**config.mk**
```make
export PLATFORM = sky130hd
export DESIGN_NAME = switch_egress_port
export DESIGN_NICKNAME = d
export VERILOG_FILES = /design/src/rtl/switch_egress_port.sv
export SDC_FILE = /design/constraint.sdc
export NUM_CORES = 1
export LEC_CHECK = 0
export ABC_AREA = 1
export BUFFER_PORTS_ARGS = -buffer_cell sky130_fd_sc_hd__buf_4
export CAP_MARGIN = 20
export CORE_MARGIN = 2
export CORE_UTILIZATION = 51
export CTS_CLUSTER_SIZE = 14
export DETAILED_ROUTE_END_ITERATION = 12
export PLACE_DENSITY = 0.81
export SLEW_MARGIN = 20
export SYNTH_ARGS = -nofsm -noshare
export SYNTH_HDL_FRONTEND = slang
export SYNTH_SLANG_ARGS = --single-unit
```
**constraint.sdc**
```tcl
create_clock -name clk -period 1.75 [get_ports clk]
set_input_delay 0.35 -clock clk [delete_from_list [all_inputs] [get_ports clk]]
set_output_delay 0.35 -clock clk [all_outputs]
set_load 0.02 [all_outputs]
```
**src/rtl/switch_egress_port.sv**
```systemverilog
// Switch egress port: filters crossbar words addressed to PORT_ID into a small FIFO and
// presents them to the downstream sink through a registered valid/ready output stage.
// Optional statistics counters are built when EGRESS_STATS_EN is defined; otherwise
// pkt_count and drop_count are tied to zero.
module switch_egress_port #(
  parameter logic [3:0]  PORT_ID = 4'd0,
  parameter int unsigned DEPTH   = 4
) (
  input  logic        clk,
  input  logic        rst_n,
  input  logic        in_valid,
  input  logic [15:0] in_data,
  output logic        port_ready,
  input  logic        ready_in,
  output logic        valid_out,
  output logic [3:0]  source_out,
  output logic [3:0]  target_out,
  output logic [7:0]  data_out,
  output logic        overflow,
  output logic [15:0] pkt_count,
  output logic [7:0]  drop_count
);

  localparam int unsigned AW = (DEPTH > 1) ? $clog2(DEPTH) : 1;
  localparam int unsigned CW = AW + 1;
  localparam logic [CW-1:0] FullCnt = CW'(DEPTH);

  typedef enum logic [0:0] {
    StIdle = 1'b0,
    StSend = 1'b1
  } state_e;

  state_e state_q, state_d;

  logic [15:0]   mem [DEPTH];
  logic [AW-1:0] wr_ptr_q, rd_ptr_q;
  logic [CW-1:0] count_q, count_d;

  logic        valid_q, valid_d;
  logic [3:0]  source_q, target_q;
  logic [7:0]  data_q;
  logic        overflow_q;

  logic full, empty, addr_match, push, pop, load, handshake;
  logic [15:0] head;

  // Full/empty come from registered occupancy, so a same-cycle pop never frees a slot early.
  assign full       = (count_q == FullCnt);
  assign empty      = (count_q == '0);
  assign addr_match = (in_data[7:4] == PORT_ID);
  assign push       = in_valid & addr_match & ~full;
  assign handshake  = valid_q & ready_in;
  assign head       = mem[rd_ptr_q];

  // Occupancy next-state: simultaneous push and pop cancel out.
  always_comb begin
    count_d = count_q;
    unique case ({push, pop})
      2'b10:   count_d = count_q + CW'(1);
      2'b01:   count_d = count_q - CW'(1);
      default: count_d = count_q;
    endcase
  end

  // FIFO storage; contents need no reset since occupancy guards every read.
  always_ff @(posedge clk) begin
    if (push) begin
      mem[wr_ptr_q] <= in_data;
    end
  end

  // FIFO pointers and occupancy.
  always_ff @(posedge clk) begin
    if (!rst_n) begin
      wr_ptr_q <= '0;
      rd_ptr_q <= '0;
      count_q  <= '0;
    end else begin
      if (push) wr_ptr_q <= wr_ptr_q + AW'(1);
      if (pop)  rd_ptr_q <= rd_ptr_q + AW'(1);
      count_q <= count_d;
    end
  end

  // Output FSM next-state: load the head when idle, or refill on each handshake in SEND.
  always_comb begin
    state_d = state_q;
    valid_d = valid_q;
    pop     = 1'b0;
    load    = 1'b0;
    unique case (state_q)
      StIdle: begin
        if (!empty) begin
          pop     = 1'b1;
          load    = 1'b1;
          valid_d = 1'b1;
          state_d = StSend;
        end
      end
      StSend: begin
        if (handshake) begin
          if (!empty) begin
            pop  = 1'b1;
            load = 1'b1;
          end else begin
            valid_d = 1'b0;
            state_d = StIdle;
          end
        end
      end
      default: begin
        valid_d = 1'b0;
        state_d = StIdle;
      end
    endcase
  end

  // FSM state, output register and sticky overflow flag.
  always_ff @(posedge clk) begin
    if (!rst_n) begin
      state_q    <= StIdle;
      valid_q    <= 1'b0;
      source_q   <= '0;
      target_q   <= '0;
      data_q     <= '0;
      overflow_q <= 1'b0;
    end else begin
      state_q <= state_d;
      valid_q <= valid_d;
      if (load) begin
        data_q   <= head[15:8];
        target_q <= head[7:4];
        source_q <= head[3:0];
      end
      if (in_valid && full) begin
        overflow_q <= 1'b1;
      end
    end
  end

`ifdef EGRESS_STATS_EN
  logic [15:0] pkt_q;
  logic [7:0]  drop_q;
  logic        drop;

  // A word is dropped if misaddressed or if it meets a full FIFO; counted once either way.
  assign drop = in_valid & (~addr_match | full);

  // Saturating statistics counters.
  always_ff @(posedge clk) begin
    if (!rst_n) begin
      pkt_q  <= '0;
      drop_q <= '0;
    end else begin
      if (handshake && (pkt_q != '1)) pkt_q  <= pkt_q + 16'd1;
      if (drop && (drop_q != '1))     drop_q <= drop_q + 8'd1;
    end
  end

  assign pkt_count  = pkt_q;
  assign drop_count = drop_q;
`else
  assign pkt_count  = '0;
  assign drop_count = '0;
`endif

  assign port_ready = ~full;
  assign valid_out  = valid_q;
  assign source_out = source_q;
  assign target_out = target_q;
  assign data_out   = data_q;
  assign overflow   = overflow_q;

endmodule

```
### After elaboration in Yosys (flattened, before gate mapping)

Memory sizes are Yosys's and may differ from the RTL's. A register that Yosys moved wholly into a read port is not among the register bits.
Index checks and enable logic that the tools add are counted.

* flip-flop bits (word level): 10
* word-level logic and storage cells: 40
* input port bits: 20
* memories: 1
* output and inout port bits: 43
* memory bits (writable): 64

* bitwise gates (word level): 5
* reductions and logical operators: 6
* multiplexer cells: 12
* $add $sub $neg: 4
* equality and inequality tests: 6

Memories
* mem: depth 4, width 16, rd ports 1, clocked after memory_dff 1, wr ports 1, line 35 `logic [15:0] mem [DEPTH];`

Operators with widths (count)
* 2-to-1 mux 1 bit: 8
* case mux 1 bit (2 select lines): 3
* case mux 3 bit (2 select lines): 1
* adder 2 x 1 -> 2 bit, second input constant: 2
* logical NOT 4 bit: 1
* inequality test 2 x 1 -> 1 bit, second input constant: 2
* adder 3 x 1 -> 3 bit, second input constant: 1
* AND 1 bit: 3
* == test 3 bit, second input constant: 1
* logical NOT 3 bit: 1
* AND reduction 3 bit: 1
* subtractor 3 x 1 -> 3 bit, second input constant: 1
* == test 2 x 1 -> 1 bit, second input constant: 1
* == test 2 bit, second input constant: 1
* inequality test 2 bit, second input constant: 1
* NOT 1 bit: 2
* nonzero test 2 bit: 1
* logical AND 1 bit: 1
* logical NOT 1 bit: 1

### Depth between registers and ports, before layout

* depth in word-level cells: 6
* depth in mapped cells: 13
* gate-level depth less buffers: 13

### Worst setup path after synthesis

OpenSTA, ideal clock, no wires.

* path type: register -> register
* start point: register valid_q (netlist: valid_out)
* end point: register count_q[2]
* stages on the path, launching flop included: 13
* setup time: 0.110 ns
* setup slack: -0.187 ns
* period minus slack after synthesis: 1.937 ns
* arrival: 1.828 ns
* data required time: 1.640 ns
* path buffers: 0
* cells stage by stage: dfxtp_1 nand2_1 nand2_1 nand2_4 inv_1 ha_1 inv_1 fa_1 or2_2 nand3_1 nand2_1 inv_1 nor2_1

* longest elaborated chain between the ends: 5
* elaborated cells on any way between the ends: 7
* those cells by class: eq/ne (2); mux (3); bitwise (1); reduce/logical (1)

RTL lines
* start, declared: line 39 `logic valid_q, valid_d;`
* start signal, assigned: line 129 `valid_q <= valid_d;`
* AND 1 bit (*): line 52 `assign handshake = valid_q & ready_in;`
* 2-to-1 mux 1 bit (*): line 101 `if (handshake) begin`
* case mux 1 bit (2 select lines) (*): line 91 `unique case (state_q)`
* == test 2 x 1 -> 1 bit / == test 2 bit (equally long branches): line 58 `unique case ({push, pop})`
* case mux 3 bit (2 select lines) / nonzero test 2 bit (equally long branches)
* end signal, assigned: line 81 `count_q <= count_d;`
* end, declared: line 37 `logic [CW-1:0] count_q, count_d;`

Every way passes the cells marked *; elsewhere a longest branch is shown, timed or not.
A chain may end at the register's enable or synchronous reset.

### Final worst setup path

* start point: register count_q[1]
* end point: register count_q[2]

* longest elaborated chain between the ends: 6
* elaborated cells on any way between the ends: 13
* those cells by class: add/sub (2); eq/ne (3); mux (4); bitwise (2); reduce/logical (2)

RTL lines
* logical NOT 3 bit: line 49 `assign empty = (count_q == '0);`
* 2-to-1 mux 1 bit: line 93, 102
* 2-to-1 mux 1 bit: line 101
* case mux 1 bit (2 select lines): line 91
* == test 2 x 1 -> 1 bit / == test 2 bit (equally long branches): line 58
* case mux 3 bit (2 select lines) / nonzero test 2 bit (equally long branches)

Parallel ways exist; a longest one is shown, timed or not.

==> reports/qor.yml <==
critical_path:
  cp-end-kind: "register"
  cp_max_fo: 3
  critPathRequiredTime_ns: 2.01
  crit_arrival_ns: 2.04
  crit_path_start_kind: "register"
  worst-setup-path-type: "register to register"
  r2r_cells: 13
synth:
  ys_async_sr_fraction_pct: 0
  synth_area_um2: 4040
  synth_most_common_cell: "nand2_1"
  synth_warnings: 0
  synthTopCellsByCount: "181 x nand2_1, 64 x edfxtp_1, 49 x nor2_1"
  synth_top_area_cell: "edfxtp_1"
  synthCells: 434
  yosysUniqueCellTypes: 24
  avgSynthCellArea_um2: 9.30
  seq_area_frac_synth_pct: 60.5
  yosysTopAreaCellShare_pct: 47.6
  yosys_most_used_dff: "edfxtp_1"
  synth-edff-count: 64
  synth_area_leaders: "edfxtp_1 48%, nand2_1 17%, dfxtp_1 13%, buf_4 5.6%, nor2_1 4.6%"
  ys_seq_elements: 90
cells_and_area:
  finish.utilization_pct: 61.3
  n_antenna_cell: 0
  syn2layout_area_growth_pct: 16.8
  drive_gt1_share_pct: 21.7
  finalNetCount: 514
detailed_routing:
  vias: 2700
  drt-initial-drc-count: 208
  dr.pass1.iters: 4
  drc: 0
  viasPerCell: 4.54
  routed_wl_um: 7310
  ant_nets: 0
  wl_per_cell_um: 12.3
clocking:
  hold_buffers: 0
  clk_path_buf_depth: 2
  numCtsBuffers: 9
  clock-sinks: 90
  clk_latency_ns: 0.36
  clk_pin_slew_worst_paths_ns: 0.09
  cts_max_level: 3
  cts_tree: "yes"
  clockRootBuffer: "clkbuf_8"
sta:
  timing.fmax_mhz: 562
  slew_viol_final: 0
  fin_crit_sh_pct: 102
  tns_ns: -0.0294
  fin_ws_ns: -0.0294
  hold_viol_final: 0
  setup_violations: 1
  finalCriticalPeriod_ns: 1.78
  fin_skew_ns: 0.00828
  rsz0062_at_grt: "yes"
  worst_hold_slack_ns: 0.184
hold_path:
  holdPathStages: 1
  hold_path_class: "input port to register"
die:
  initial_utilization_pct: 52.5
  pin_count: 63
  die-height_um: 93.0
  rows: 32
  die_w_um: 93.0
  core_um2: 7690
  die_area_um2: 8640
power:
  p_leak_nw: 2.11
  power_density_nw_per_um2: 1570
  ir_worst_vdd_v: 0.000769
global_routing:
  grt_antenna_before_repair: 0
  grt_use_total_pct: 18.1
  grt_max_degree: 35
  grt_pass1_vias: 2582
  grt_remaining_overflow: 0
  grt_pass1_wl_um: 11800
place:
  routabilityCongestion: 0.729
  dp.final_hpwl_um: 4670
  placement.io_buffers: 38
run:
  cap_violations: 0
outcome:
  outcome: "complete, but fails checks"
  failed_checks: "negative setup slack"
[worst paths after layout]
path	to	slack [ns]	start
max	count_q[2]	-0.03	count_q[1]
min reg2reg	overflow	0.47	overflow
max reg2reg	count_q[2]	-0.03	count_q[1]
min	mem[2][12]	0.18	in_data[12]
[layer usage]
| metal | track usage [%] | wire, um |
|---|---|---|
| met5 | 0 | 0 |
| met2 | 30.9 | 3610 |
| met4 | 8.46 | 157 |
| met1 | 21.7 | 3020 |
| met3 | 4.15 | 514 |
[worst max-delay path, stage by stage (launching register included)]
cell	delay, ns
dfxtp_2	0.34
inv_4	0.09
nand3_4	0.08
inv_4	0.07
nor2_4	0.03
inv_2	0.07
ha_4	0.13
inv_4	0.04
fa_2	0.38
or2_4	0.25
nand3_2	0.07
nand2_1	0.05
inv_1	0.05
nor2_1	0.03
[flip-flops by register name, indices dropped and copies added, names as in the netlist]
name,flops
overflow,1
valid_out,1
count_q,3
source_out,4
target_out,4
data_out,8
state_q,1
mem,64
rd_ptr_q,2
wr_ptr_q,2
[cell usage in the layout, fill, tap and decap left out, drive strengths merged]
master / count
nand3: 7
edfxtp: 64
nand4: 1
fa: 1
or2: 1
bufinv: 2
clkinv: 2
nor2: 50
o21ai: 3
a21oi: 5
inv: 41
buf: 59
nand2: 192
clkbuf: 9
dfxtp: 26
ha: 5
conb: 24
clkinvlp: 1
[logic make-up after synthesis]
group,synth area share [%]
AND/OR/NAND/NOR,25.0
flip-flops,60.5
buffers and inverters,11.4
AO/OA/AOI/OAI,0.992
adder cells (fa/ha/maj),2.05
other,0.0929
[report_power, final]
part           leakage [nW]  switching (W)  total [W]  internal, W
sequential            0.792       0.000168    0.00273      0.00256
combinational          1.21        0.00195    0.00310      0.00115
clock                 0.110       0.000734    0.00155     0.000813
[timing repair]
item                                    in CTS  in global routing
resized for setup                            4                 12
pin swaps                                    0                  6
endpoints found under the setup margin       1                  1
setup buffers                                0                  1
[cell type report]
| class | instances | area (um^2) |
|---|---|---|
| Clock inverter | 7 | 98.8 |
| Timing Repair Buffer | 59 | 493 |
| Inverter | 39 | 161 |
| Clock buffer | 9 | 124 |
| Sequential cell | 90 | 2450 |
| Fill cell | 648 | 2970 |
| Multi-Input combinational cell | 289 | 1260 |
| Tap cell | 102 | 128 |
[through the flow]
stage,instances,area [um^2],setup slack [ns],total power [W]
after floorplan,457,4130,-0.105,0.00503
after global placement,578,4440,-0.0743,0.00564
after detailed placement,578,4440,-0.112,0.00572
after CTS,594,4670,0.00183,0.00728
after global routing,595,4710,-0.135,0.00793
final,595,4710,-0.0294,0.00738
(Power assumes the default switching activity.)
